### src/rtl/fetch_unit.sv
// Instruction fetch stage: owns the PC, fetches over a req/ack handshake and
// holds one instruction in the IF/ID slot, with stall, redirect and flush.
module fetch_unit #(
    parameter int unsigned      XLEN      = 32,
    parameter logic [XLEN-1:0] RESET_PC  = '0,
    parameter logic [XLEN-1:0] NOP_INSTR = XLEN'(32'h0000_0013)
) (
    input  logic            clk,
    input  logic            rst_n,
    output logic            imem_req,
    output logic [XLEN-1:0] imem_addr,
    input  logic            imem_ack,
    input  logic [XLEN-1:0] imem_rdata,
    input  logic            stall,
    input  logic            redirect,
    input  logic [XLEN-1:0] redirect_pc,
    output logic            if_valid,
    output logic [XLEN-1:0] if_pc,
    output logic [XLEN-1:0] if_instr
);

    typedef enum logic [1:0] {
        S_BOOT,
        S_FETCH,
        S_HOLD,
        S_DROP
    } state_t;

    state_t            r_state;
    logic [XLEN-1:0]   r_addr;
    logic              r_valid;
    logic [XLEN-1:0]   r_pc;
    logic [XLEN-1:0]   r_instr;
    logic [XLEN-1:0]   r_pend_pc;
    logic [XLEN-1:0]   r_pend_instr;
    logic [XLEN-1:0]   r_target;

    state_t            w_state_nxt;
    logic [XLEN-1:0]   w_addr_nxt;
    logic              w_valid_nxt;
    logic [XLEN-1:0]   w_pc_nxt;
    logic [XLEN-1:0]   w_instr_nxt;
    logic [XLEN-1:0]   w_pend_pc_nxt;
    logic [XLEN-1:0]   w_pend_instr_nxt;
    logic [XLEN-1:0]   w_target_nxt;

    logic              w_drain;
    logic [XLEN-1:0]   w_addr_inc;
    logic [XLEN-1:0]   w_redir_tgt;

    assign w_drain     = r_valid & ~stall;
    assign w_addr_inc  = r_addr + XLEN'(4);
    assign w_redir_tgt = redirect_pc & ~XLEN'(3);

    assign imem_req  = (r_state == S_FETCH) || (r_state == S_DROP);
    assign imem_addr = r_addr;
    assign if_valid  = r_valid;
    assign if_pc     = r_pc;
    assign if_instr  = r_instr;

    always_ff @(posedge clk or negedge rst_n) begin
        if (!rst_n) begin
            r_state      <= S_BOOT;
            r_addr       <= RESET_PC;
            r_valid      <= 1'b0;
            r_pc         <= RESET_PC;
            r_instr      <= NOP_INSTR;
            r_pend_pc    <= '0;
            r_pend_instr <= '0;
            r_target     <= RESET_PC;
        end else begin
            r_state      <= w_state_nxt;
            r_addr       <= w_addr_nxt;
            r_valid      <= w_valid_nxt;
            r_pc         <= w_pc_nxt;
            r_instr      <= w_instr_nxt;
            r_pend_pc    <= w_pend_pc_nxt;
            r_pend_instr <= w_pend_instr_nxt;
            r_target     <= w_target_nxt;
        end
    end

    always_comb begin
        w_state_nxt      = r_state;
        w_addr_nxt       = r_addr;
        w_valid_nxt      = r_valid;
        w_pc_nxt         = r_pc;
        w_instr_nxt      = r_instr;
        w_pend_pc_nxt    = r_pend_pc;
        w_pend_instr_nxt = r_pend_instr;
        w_target_nxt     = r_target;

        // A consumed slot empties unless something below refills it.
        if (w_drain) begin
            w_valid_nxt = 1'b0;
            w_instr_nxt = NOP_INSTR;
        end

        unique case (r_state)
            S_BOOT: begin
                w_state_nxt = S_FETCH;
                if (redirect) begin
                    w_addr_nxt = w_redir_tgt;
                end
            end
            S_FETCH: begin
                if (redirect) begin
                    if (imem_ack) begin
                        w_addr_nxt = w_redir_tgt;
                    end else begin
                        w_target_nxt = w_redir_tgt;
                        w_state_nxt  = S_DROP;
                    end
                end else if (imem_ack) begin
                    w_addr_nxt = w_addr_inc;
                    if (!r_valid || w_drain) begin
                        w_valid_nxt = 1'b1;
                        w_pc_nxt    = r_addr;
                        w_instr_nxt = imem_rdata;
                    end else begin
                        w_pend_pc_nxt    = r_addr;
                        w_pend_instr_nxt = imem_rdata;
                        w_state_nxt      = S_HOLD;
                    end
                end
            end
            S_HOLD: begin
                if (redirect) begin
                    w_addr_nxt  = w_redir_tgt;
                    w_state_nxt = S_FETCH;
                end else if (w_drain) begin
                    w_valid_nxt = 1'b1;
                    w_pc_nxt    = r_pend_pc;
                    w_instr_nxt = r_pend_instr;
                    w_state_nxt = S_FETCH;
                end
            end
            S_DROP: begin
                if (redirect) begin
                    w_target_nxt = w_redir_tgt;
                end
                // The in-flight word is discarded; a same-cycle redirect wins.
                if (imem_ack) begin
                    w_addr_nxt  = redirect ? w_redir_tgt : r_target;
                    w_state_nxt = S_FETCH;
                end
            end
            default: begin
                w_state_nxt = S_BOOT;
            end
        endcase

        if (redirect) begin
            w_valid_nxt = 1'b0;
            w_instr_nxt = NOP_INSTR;
        end
    end

    a_addr_aligned: assert property (@(posedge clk) disable iff (!rst_n)
        r_addr[1:0] == 2'b00);
    a_empty_is_nop: assert property (@(posedge clk) disable iff (!rst_n)
        !r_valid |-> (r_instr == NOP_INSTR));

endmodule

### config.mk
export PLATFORM = sky130hd
export DESIGN_NAME = fetch_unit
export DESIGN_NICKNAME = d
export VERILOG_FILES = /design/src/rtl/fetch_unit.sv
export SDC_FILE = /design/constraint.sdc
export NUM_CORES = 1
export LEC_CHECK = 0
export ABC_CLOCK_PERIOD_IN_PS = 4100
export CELL_PAD_IN_SITES_DETAIL_PLACEMENT = 0
export CELL_PAD_IN_SITES_GLOBAL_PLACEMENT = 2
export CORE_MARGIN = 2
export CORE_UTILIZATION = 25
export CTS_BUF_LIST = sky130_fd_sc_hd__clkbuf_16
export CTS_CLUSTER_SIZE = 12
export DETAILED_ROUTE_END_ITERATION = 12
export HOLD_SLACK_MARGIN = 0.02
export PLACE_DENSITY_LB_ADDON = 0.08
export SETUP_SLACK_MARGIN = 0.1
export SLEW_MARGIN = 30
export SYNTH_ARGS = -nofsm -noshare
export SYNTH_HDL_FRONTEND = slang
export SYNTH_SLANG_ARGS = --single-unit
### constraint.sdc
create_clock -name clk -period 4.1 [get_ports clk]
set_clock_uncertainty 0.15 [all_clocks]
set_input_delay 0.615 -clock clk [delete_from_list [all_inputs] [get_ports clk]]
set_output_delay 0.615 -clock clk [all_outputs]
set_load 0.05 [all_outputs]
# [After elaboration in Yosys (flattened, before gate mapping)]
# Cells that the tools add are included.
[totals] register_bits=195 input_bits=69 out_inout_bits=98 wordCells=77
[op_classes] n_addsub=1 n_eq_ne=16 mux=36 n_bitwise=4 n_reduce_logical=12
[ops] op="two-way mux 32 bit" count=18
[ops] op="case mux 32 bit (2 select lines)" count=3
[ops] op="case mux 32 bit (3 select lines)" count=1
[ops] op="adder 32 x 3 -> 32 bit, second input constant" count=1
[ops] op="two-way mux 2 bit" count=7
[ops] op="!= test 2 bit, second input constant" count=7
[ops] op="!= test 3 bit, second input constant" count=4
[ops] op="case mux 2 bit (4 select lines)" count=1
[ops] op="AND reduction 3 bit" count=2
[ops] op="AND reduction 6 bit" count=1
[ops] op="two-way mux 1 bit" count=5
[ops] op="AND reduction 5 bit" count=1
[ops] op="equality test 2 bit, second input constant" count=2
[ops] op="!= test 2 x 1 -> 1 bit, second input constant" count=2
[ops] op="AND reduction 4 bit" count=1
[ops] op="nonzero test 2 bit" count=2
[ops] op="NOT 1 bit" count=3
[ops] op="equality test 2 x 1 -> 1 bit, second input constant" count=1
[ops] op="logical NOT 2 bit" count=1
[ops] op="logical OR 1 bit" count=2
[ops] op="case mux 1 bit (2 select lines)" count=1
[ops] op="OR reduction 2 bit" count=1
[ops] op="AND 1 bit" count=1
[ops] op="logical NOT 1 bit" count=1

# [Logic depth before layout (Yosys ltp)]
# Gate-level depths: netlist of the first run.
[logic_depth] word_depth=7 depth_mapped=10 mapped_depth_nobuf=7

# [Worst setup path after synthesis of the first run]
# OpenSTA, ideal clock, no wires.
[synth_path] kind="reg2reg" start="register r_addr[6], in the netlist imem_addr[6]" end="register r_addr[27], in the netlist imem_addr[27]" setup_ps=124 arrival_time_ps=2151 required_ps=3826 slack_ps=1675 stages_incl_launch_ff=7 path_buffers=1 synth_period_minus_slack_ps=2425 cell_sequence="dfrtp_1 buf_2 nand4_4 nor4_4 nand4_1 a32o_1 a211o_1"
[synth_between] elab_chain_cells=4
[synth_lines] element="start, declared" line_no="30" rtl="logic [XLEN-1:0] r_addr;"
[synth_lines] element="start signal, assigned" line_no="73" rtl="r_addr <= w_addr_nxt;"
[synth_lines] element="adder 32 x 3 -> 32 bit" line_no="52" rtl="assign w_addr_inc = r_addr + XLEN'(4);"
[synth_lines] element="two-way mux 32 bit" line_no="114" rtl="end else if (imem_ack) begin"
[synth_lines] element="two-way mux 32 bit" line_no="107" rtl="if (redirect) begin"
[synth_lines] element="case mux 32 bit (3 select lines)" line_no="99" rtl="unique case (r_state)"
# No other way between the ends. The select of a mux whose other input is x is not followed.
# A chain may end at the register's enable or synchronous reset.

# [Worst setup path after layout of the first run]
[layout_path] start="register r_state[1]" end="output port imem_req"
[layout_between] elab_chain_cells=2 elab_cells_between_ends=3 cone_classes="eq/ne (2); reduce/logical (1)"
[layout_lines] element="start, declared" line_no="29" rtl="state_t r_state;"
[layout_lines] element="start signal, assigned" line_no="72" rtl="r_state <= w_state_nxt;"
[layout_lines] element="equality test 2 x 1 -> 1 bit or equality test 2 bit (tied branches)" line_no="55" rtl="assign imem_req = (r_state == S_FETCH) || (r_state == S_DROP);"
[layout_lines] element="logical OR 1 bit *" line_no="55"
[layout_lines] element="end, declared" line_no="10" rtl="output logic imem_req,"
# Mark *: on every way between the ends. The rest lies on a longest branch, timed or not.

==> impl_results.md, run 1 <==
- Minimum clock period: 3450 ps
- Cell Area, Synth: approximately 8900 um2
- Die ar.: approximately 37000 um2
- Seq/Total Area, Yosys: 54.9%
- Flop-to-flop setup slack: 1050 ps
- Commonest non-fill, non-tap cells in the layout: dfrtp_1, clkdlybuf4s50_1, o21ai_0
- RSZ-0062 raised after global routing: no
- Synth top area cells: dfrtp_1, mux2_2, o21ai_0, a222oi_1, mux2i_1
- H-tree depth: 4
- Drt total wl: 27600 um
- Core Rows: 69
- Worst Path Arrival: about 2700 ps
- Final core occ: 32.9%
- Wire length on met3: approximately 1300 um
- Final Net Count: 1001
- Initial Utilization: 25.2%
- Post-synthesis register bit count: 195
- Worst setup EP type: output port
- Setup TNS: 0 ps
- Detailed Routing Iterations Pass 1: 6
- Top Ports: approximately 170
- Die Ht: slightly below 200 um
- Setup violators final: 0
- DRT met1 WL: 13000 um
- CTS tree: yes
- Avg WL per Cell: 19.7 um
- Max Clk Rate: 290 MHz
- CP Launch Type: register
- Via density: 4.93
- Worst setup margin: between 600 and 700 ps
- DRT iter0 DRCs: 536
- Mean Syn Cell Area: 11.2 um2
- Initial antenna violation count: 0
- Clock Sink Count: between 150 and 200
- Synth area leader: dfrtp_1
- Post-CTS Setup Bufs: 0
- Via count: around 6900
- Final hold violations: 0
- Hold Crit Class: input port to asynchronous set/reset pin
- Synth async-reset ratio: 100%
- Power density over cell area: 739 nW/um2
- Ratio of cells with drive above 1 in the final layout: between 10% and 20%
- Remaining DRCs: 0
- Post-synth EDFFs: 0
- P&R area growth vs syn: 30.7%
- Gpl congestion: 0.750
- Tightest Pin Transition: 915 ps
- Total GRT Usage: 15.2%
- Port bufs: 164
- Distinct cells, synth: 51
- Slew HR: around 39%
- Vias in the first global route: 7032
- WHS: 17.5 ps
- Total CTS buffers: 17
- Syn Inst Count: 791
- Leading cell type in the layout, fill and taps excluded: dfrtp_1
- Path type of the worst setup path: register to output port
- Die W: 193 um
- YS warnings: 0
- Root Buffer: clkbuf_16
- Remaining Overflow, GRT: 0
- Max-cap violations: 0
- First-pass GRT wire length: 42600 um
- Worst Path Max Fanout: 17
- Post-CTS sizing: 0
- Top layer in use: met4
- Syn nets: 865
- Setup crit start: r_state[1]
- Main synth FF type: dfrtp_1
- Fin crit share: 84.2%
- Reg clk slew, reported paths: 70 ps
- Maximum clock insertion buffer count: 2
- ANT nets after route: 0
- Leakage: 4.82 nW
- Status: complete, no violations
- Wire length on met2: about 13000 um
- Worst Path Required: 3340 ps
- # diodes: 0
- Synth top area share: a little over half
- Worst vdd ir: 301 uV
- Fin. max-slew vios: 0
- CTS hold repair buffers: 0
- Pre-CTS setup slack: about 1000 ps
- Core box area: 35300 um2
- HPWL after detailed placement: 18500 um
- Worst reg2reg startpoint: r_state[0]
- Worst-Skew Late Latency: 450 ps
- Largest net degree at the start of global routing: 82
[per-layer routing]
| metal | global-route usage (%) | vias to the layer above |
|---|---|---|
| li1 | - | 3196 |
| met1 | 21.3 | 3513 |
| met2 | 23.7 | 179 |
| met3 | 2.86 | 21 |
| met4 | 4.79 | 0 |
| met5 | 0 | - |
[where the power goes]
group	internal (mW)	total, mW	switching, mW	leakage [nW]
clock network	0.793	1.62	0.825	0.263
registers	2.59	3.18	0.589	2.55
logic	1.40	3.80	2.40	2.02
total	4.78	8.59	3.81	4.82
[synth_stat cells (all sizes together) (2+ instances only)]
cell     instances
a21oi           12
a221o            4
a221oi           7
a222oi          35
a22o             8
a22oi           12
a31oi           10
and2             2
and3             5
and4             2
buf             21
clkbuf          42
dfrtp          192
dfstp            3
ha               5
inv             14
mux2            88
mux2i           32
nand2           68
nand2b           2
nand3           17
nand4            8
nor2            55
nor2b            6
nor3             9
nor4             7
o21ai           94
o22a             3
o22ai            3
o2bb2ai          3
o31a             7
o41ai            2
[final cells by class]
class	instances	area, um2
fillers	3525	23700
flip-flops and latches	195	4880
multi-input cells	519	3750
repair buffers	180	1810
well taps	461	577
clock buffers	17	425
clock inverters	15	126
inverters	14	52.6
[cells by family after synthesis]
| kind of cell | synth area share [%] |
|---|---|
| flops | 54.9 |
| compound gates | 16.0 |
| fa+ha+maj | 0.704 |
| simple gates | 10.1 |
| buf+inv | 3.56 |
| mux | 14.7 |
[worst max-delay path, stage by stage (launching register included)]
cell and delay, ps:
dfrtp_1 410, inv_1 90, ha_1 610, nor2_1 220, inv_1 110, clkdlybuf4s50_1 800
[final timing paths]
path                               endpoint  cells past startpoint
setup reg to reg               imem_addr[9]                      6
min in group clk                  if_pc[14]                      2
hold / removal                    if_pc[10]                      1
max in group asynchronous  r_pend_instr[22]                      2
setup / recovery                   imem_req                      5
hold reg to reg                   if_pc[14]                      2
[state kept, by name (all words and copies together) (netlist names)]
signal        flops
if_instr         32
if_pc            32
imem_addr        32
r_pend_instr     32
r_pend_pc        32
r_target         32
r_state           2
if_valid          1
[through the flow]
step	instance area (um2)	total power, mW	cells
finish	11600	8.59	1401
global route	11600	9.13	1401
detailed placement	11100	7.07	1369
floorplan	8890	5.60	791
CTS	11600	8.74	1401
global placement	11100	6.98	1368
Note: power is estimated with default switching activity, not from simulation.
==> run 2: changes to the inputs <==
--- a/config.mk
+++ b/config.mk
@@ -5,7 +5,7 @@
 export SDC_FILE = /design/constraint.sdc
 export NUM_CORES = 1
 export LEC_CHECK = 0
-export ABC_CLOCK_PERIOD_IN_PS = 4100
+export ABC_CLOCK_PERIOD_IN_PS = 3400
 export CELL_PAD_IN_SITES_DETAIL_PLACEMENT = 0
 export CELL_PAD_IN_SITES_GLOBAL_PLACEMENT = 2
 export CORE_MARGIN = 2
==> constraint.sdc (replaced) <==
create_clock -name clk -period 3.4 [get_ports clk]
set_clock_uncertainty 0.15 [all_clocks]
set_input_delay 0.51 -clock clk [delete_from_list [all_inputs] [get_ports clk]]
set_output_delay 0.51 -clock clk [all_outputs]
set_load 0.05 [all_outputs]
==> impl_results.md, run 2 (same netlist as run 1, synthesis figures left out) <==
- ANT nets after route: 0
- P&R area growth vs syn: 32.1%
- Worst vdd ir: ~370 uV
- Post-CTS sizing: 0
- Worst reg2reg startpoint: r_state[0]
- CP Launch Type: register
- Ratio of cells with drive above 1 in the final layout: 17.1%
- Root Buffer: clkbuf_16
- Hold Crit Class: register to register
- H-tree depth: 4
- HPWL after detailed placement: 19000 um
- Minimum clock period: 3030 ps
- Worst Path Required: 2740 ps
- Port bufs: about 160
- Detailed Routing Iterations Pass 1: 5
- Initial Utilization: between 20% and 30%
- Path type of the worst setup path: register to output port
- Remaining DRCs: 0
- Remaining Overflow, GRT: 0
- Worst-Skew Late Latency: ~440 ps
- Reg clk slew, reported paths: 70 ps
- Tightest Pin Transition: 867 ps
- Leakage: 4.90 nW
- Gpl congestion: 0.736
- Maximum clock insertion buffer count: 2
- CTS tree: yes
- DRT iter0 DRCs: 485
- Crit-path max cell delay: between 700 and 800 ps
- Die W: 193 um
- Core Rows: 69
- Setup crit start: r_state[1]
- Fin. max-slew vios: 0
- Slew HR: a little over two fifths
- Fin crit share: between 80% and 90%
- Pwr Total: between 10 and 15 mW
- Die Ht: 193 um
- Setup violators final: 0
- # diodes: 0
- Clock Sink Count: 195
- Critical path buffer and inverter count: 3
- Initial antenna violation count: 0
- Min-delay src: if_pc[0]
- Die ar.: 37100 um2
- DP Area: 11100 um2
- Final Cell Area: between 10000 and 15000 um2
- Avg WL per Cell: 19.5 um
- Critical-path cell list: inv_1, ha_1, nor2_1, inv_1, clkdlybuf4s50_1
- Drt total wl: about 28000 um
- Commonest non-fill, non-tap cells in the layout: dfrtp_1, clkdlybuf4s50_1, o21ai_0
- First-pass GRT wire length: 43000 um
- Crit-path most repeated cell: inv_1
- Total CTS buffers: 17
- Vias in the first global route: 7067
- Slowest stage cell, crit path: clkdlybuf4s50_1
- Worst Path Max Fanout: 9
- Core box area: approximately 35000 um2
- RSZ-0062 raised after global routing: no
- Final hold violations: 0
- Fillers: ~3500
- Status: complete, no violations
- Via density: 4.91
- Worst setup EP type: output port
- Setup TNS: 0 ps
- Total GRT Usage: 15.4%
- Via count: 6934
- Leading cell type in the layout, fill and taps excluded: dfrtp_1
- WHS: 328 ps
- Max-cap violations: 0
- Worst Path Arrival: between 2000 and 2500 ps
- Max Clk Rate: 330 MHz
- Final Net Count: 1011
- Power density over cell area: 900 nW/um2
- Final core occ: 33.3%
- Top delay family on crit path: buffers and inverters
- Top Ports: 167
- Largest net degree at the start of global routing: 61
[run 2: cell count changes in the layout (fill, tap and decap cells not counted), sizes merged]
| cell | delta |
|---|---|
| dlygate4sd3 | +1 |
| inv | -4 |
| bufinv | +4 |
| clkinvlp | -1 |
| buf | +9 |
| clkinv | +1 |
[run 2: final cells by class]
| class | instances | area [um2] | area share [%] |
|---|---|---|---|
| Clock inverter | 15 | 188 | 1.60 |
| Clock buffer | 17 | 425 | 3.62 |
| Tap cell | 461 | 577 | 4.91 |
| Timing Repair Buffer | 190 | 1880 | 16.0 |
| Sequential cell | 195 | 4880 | 41.6 |
| Inverter | 14 | 52.6 | 0.447 |
| Multi-Input combinational cell | 519 | 3740 | 31.9 |
[run 2: power breakdown]
part	switching [mW]	leakage, nW	internal, mW
logic	2.88	2.06	1.70
registers	0.715	2.55	3.13
clock network	0.923	0.296	1.22
[run 2: metrics by stage]
step	setup WS, ps	cells
2_1_floorplan	975	791
3_3_place_gp	390	1376
3_5_place_dp	298	1378
4_1_cts	324	1411
5_1_grt	201	1411
6_report	368	1411
[run 2: metal layers]
metal | part of all wire, % | routed length (um) | global-route usage, %
met2 | 46 | 12600 | 23.1
met3 | 5.0 | 1370 | 3.09
met4 | 2.2 | 603 | 5.34
met5 | 0 | 0 | 0
met1 | 47 | 13000 | 22.0
[run 2: timing repair]
item                                    4_1_cts  5_1_grt
hold endpoints to repair                     50        0
endpoints found under the setup margin        0        0
hold buffers                                  1        0
setup buffers                                 0        0
[run 2: final timing paths]
| path | end | slack, ps | depth (start not counted) |
|---|---|---|---|
| max in group asynchronous | r_target[16] | 1850 | 3 |
| worst max register to register | imem_addr[9] | 620 | 6 |
| worst min register to register | if_pc[0] | 330 | 2 |
| worst min-delay path | if_pc[0] | 330 | 2 |
| min in group asynchronous | if_pc[10] | 440 | 2 |
| worst max-delay path | imem_req | 370 | 5 |
[run 2: worst reg2reg max path, stage by stage (launching register included)]
cell and delay [ps]:
dfrtp_1 440, ha_1 350, o21ai_0 480, o21ai_2 390, a22oi_1 470, o41ai_1 150
a22o_1 250
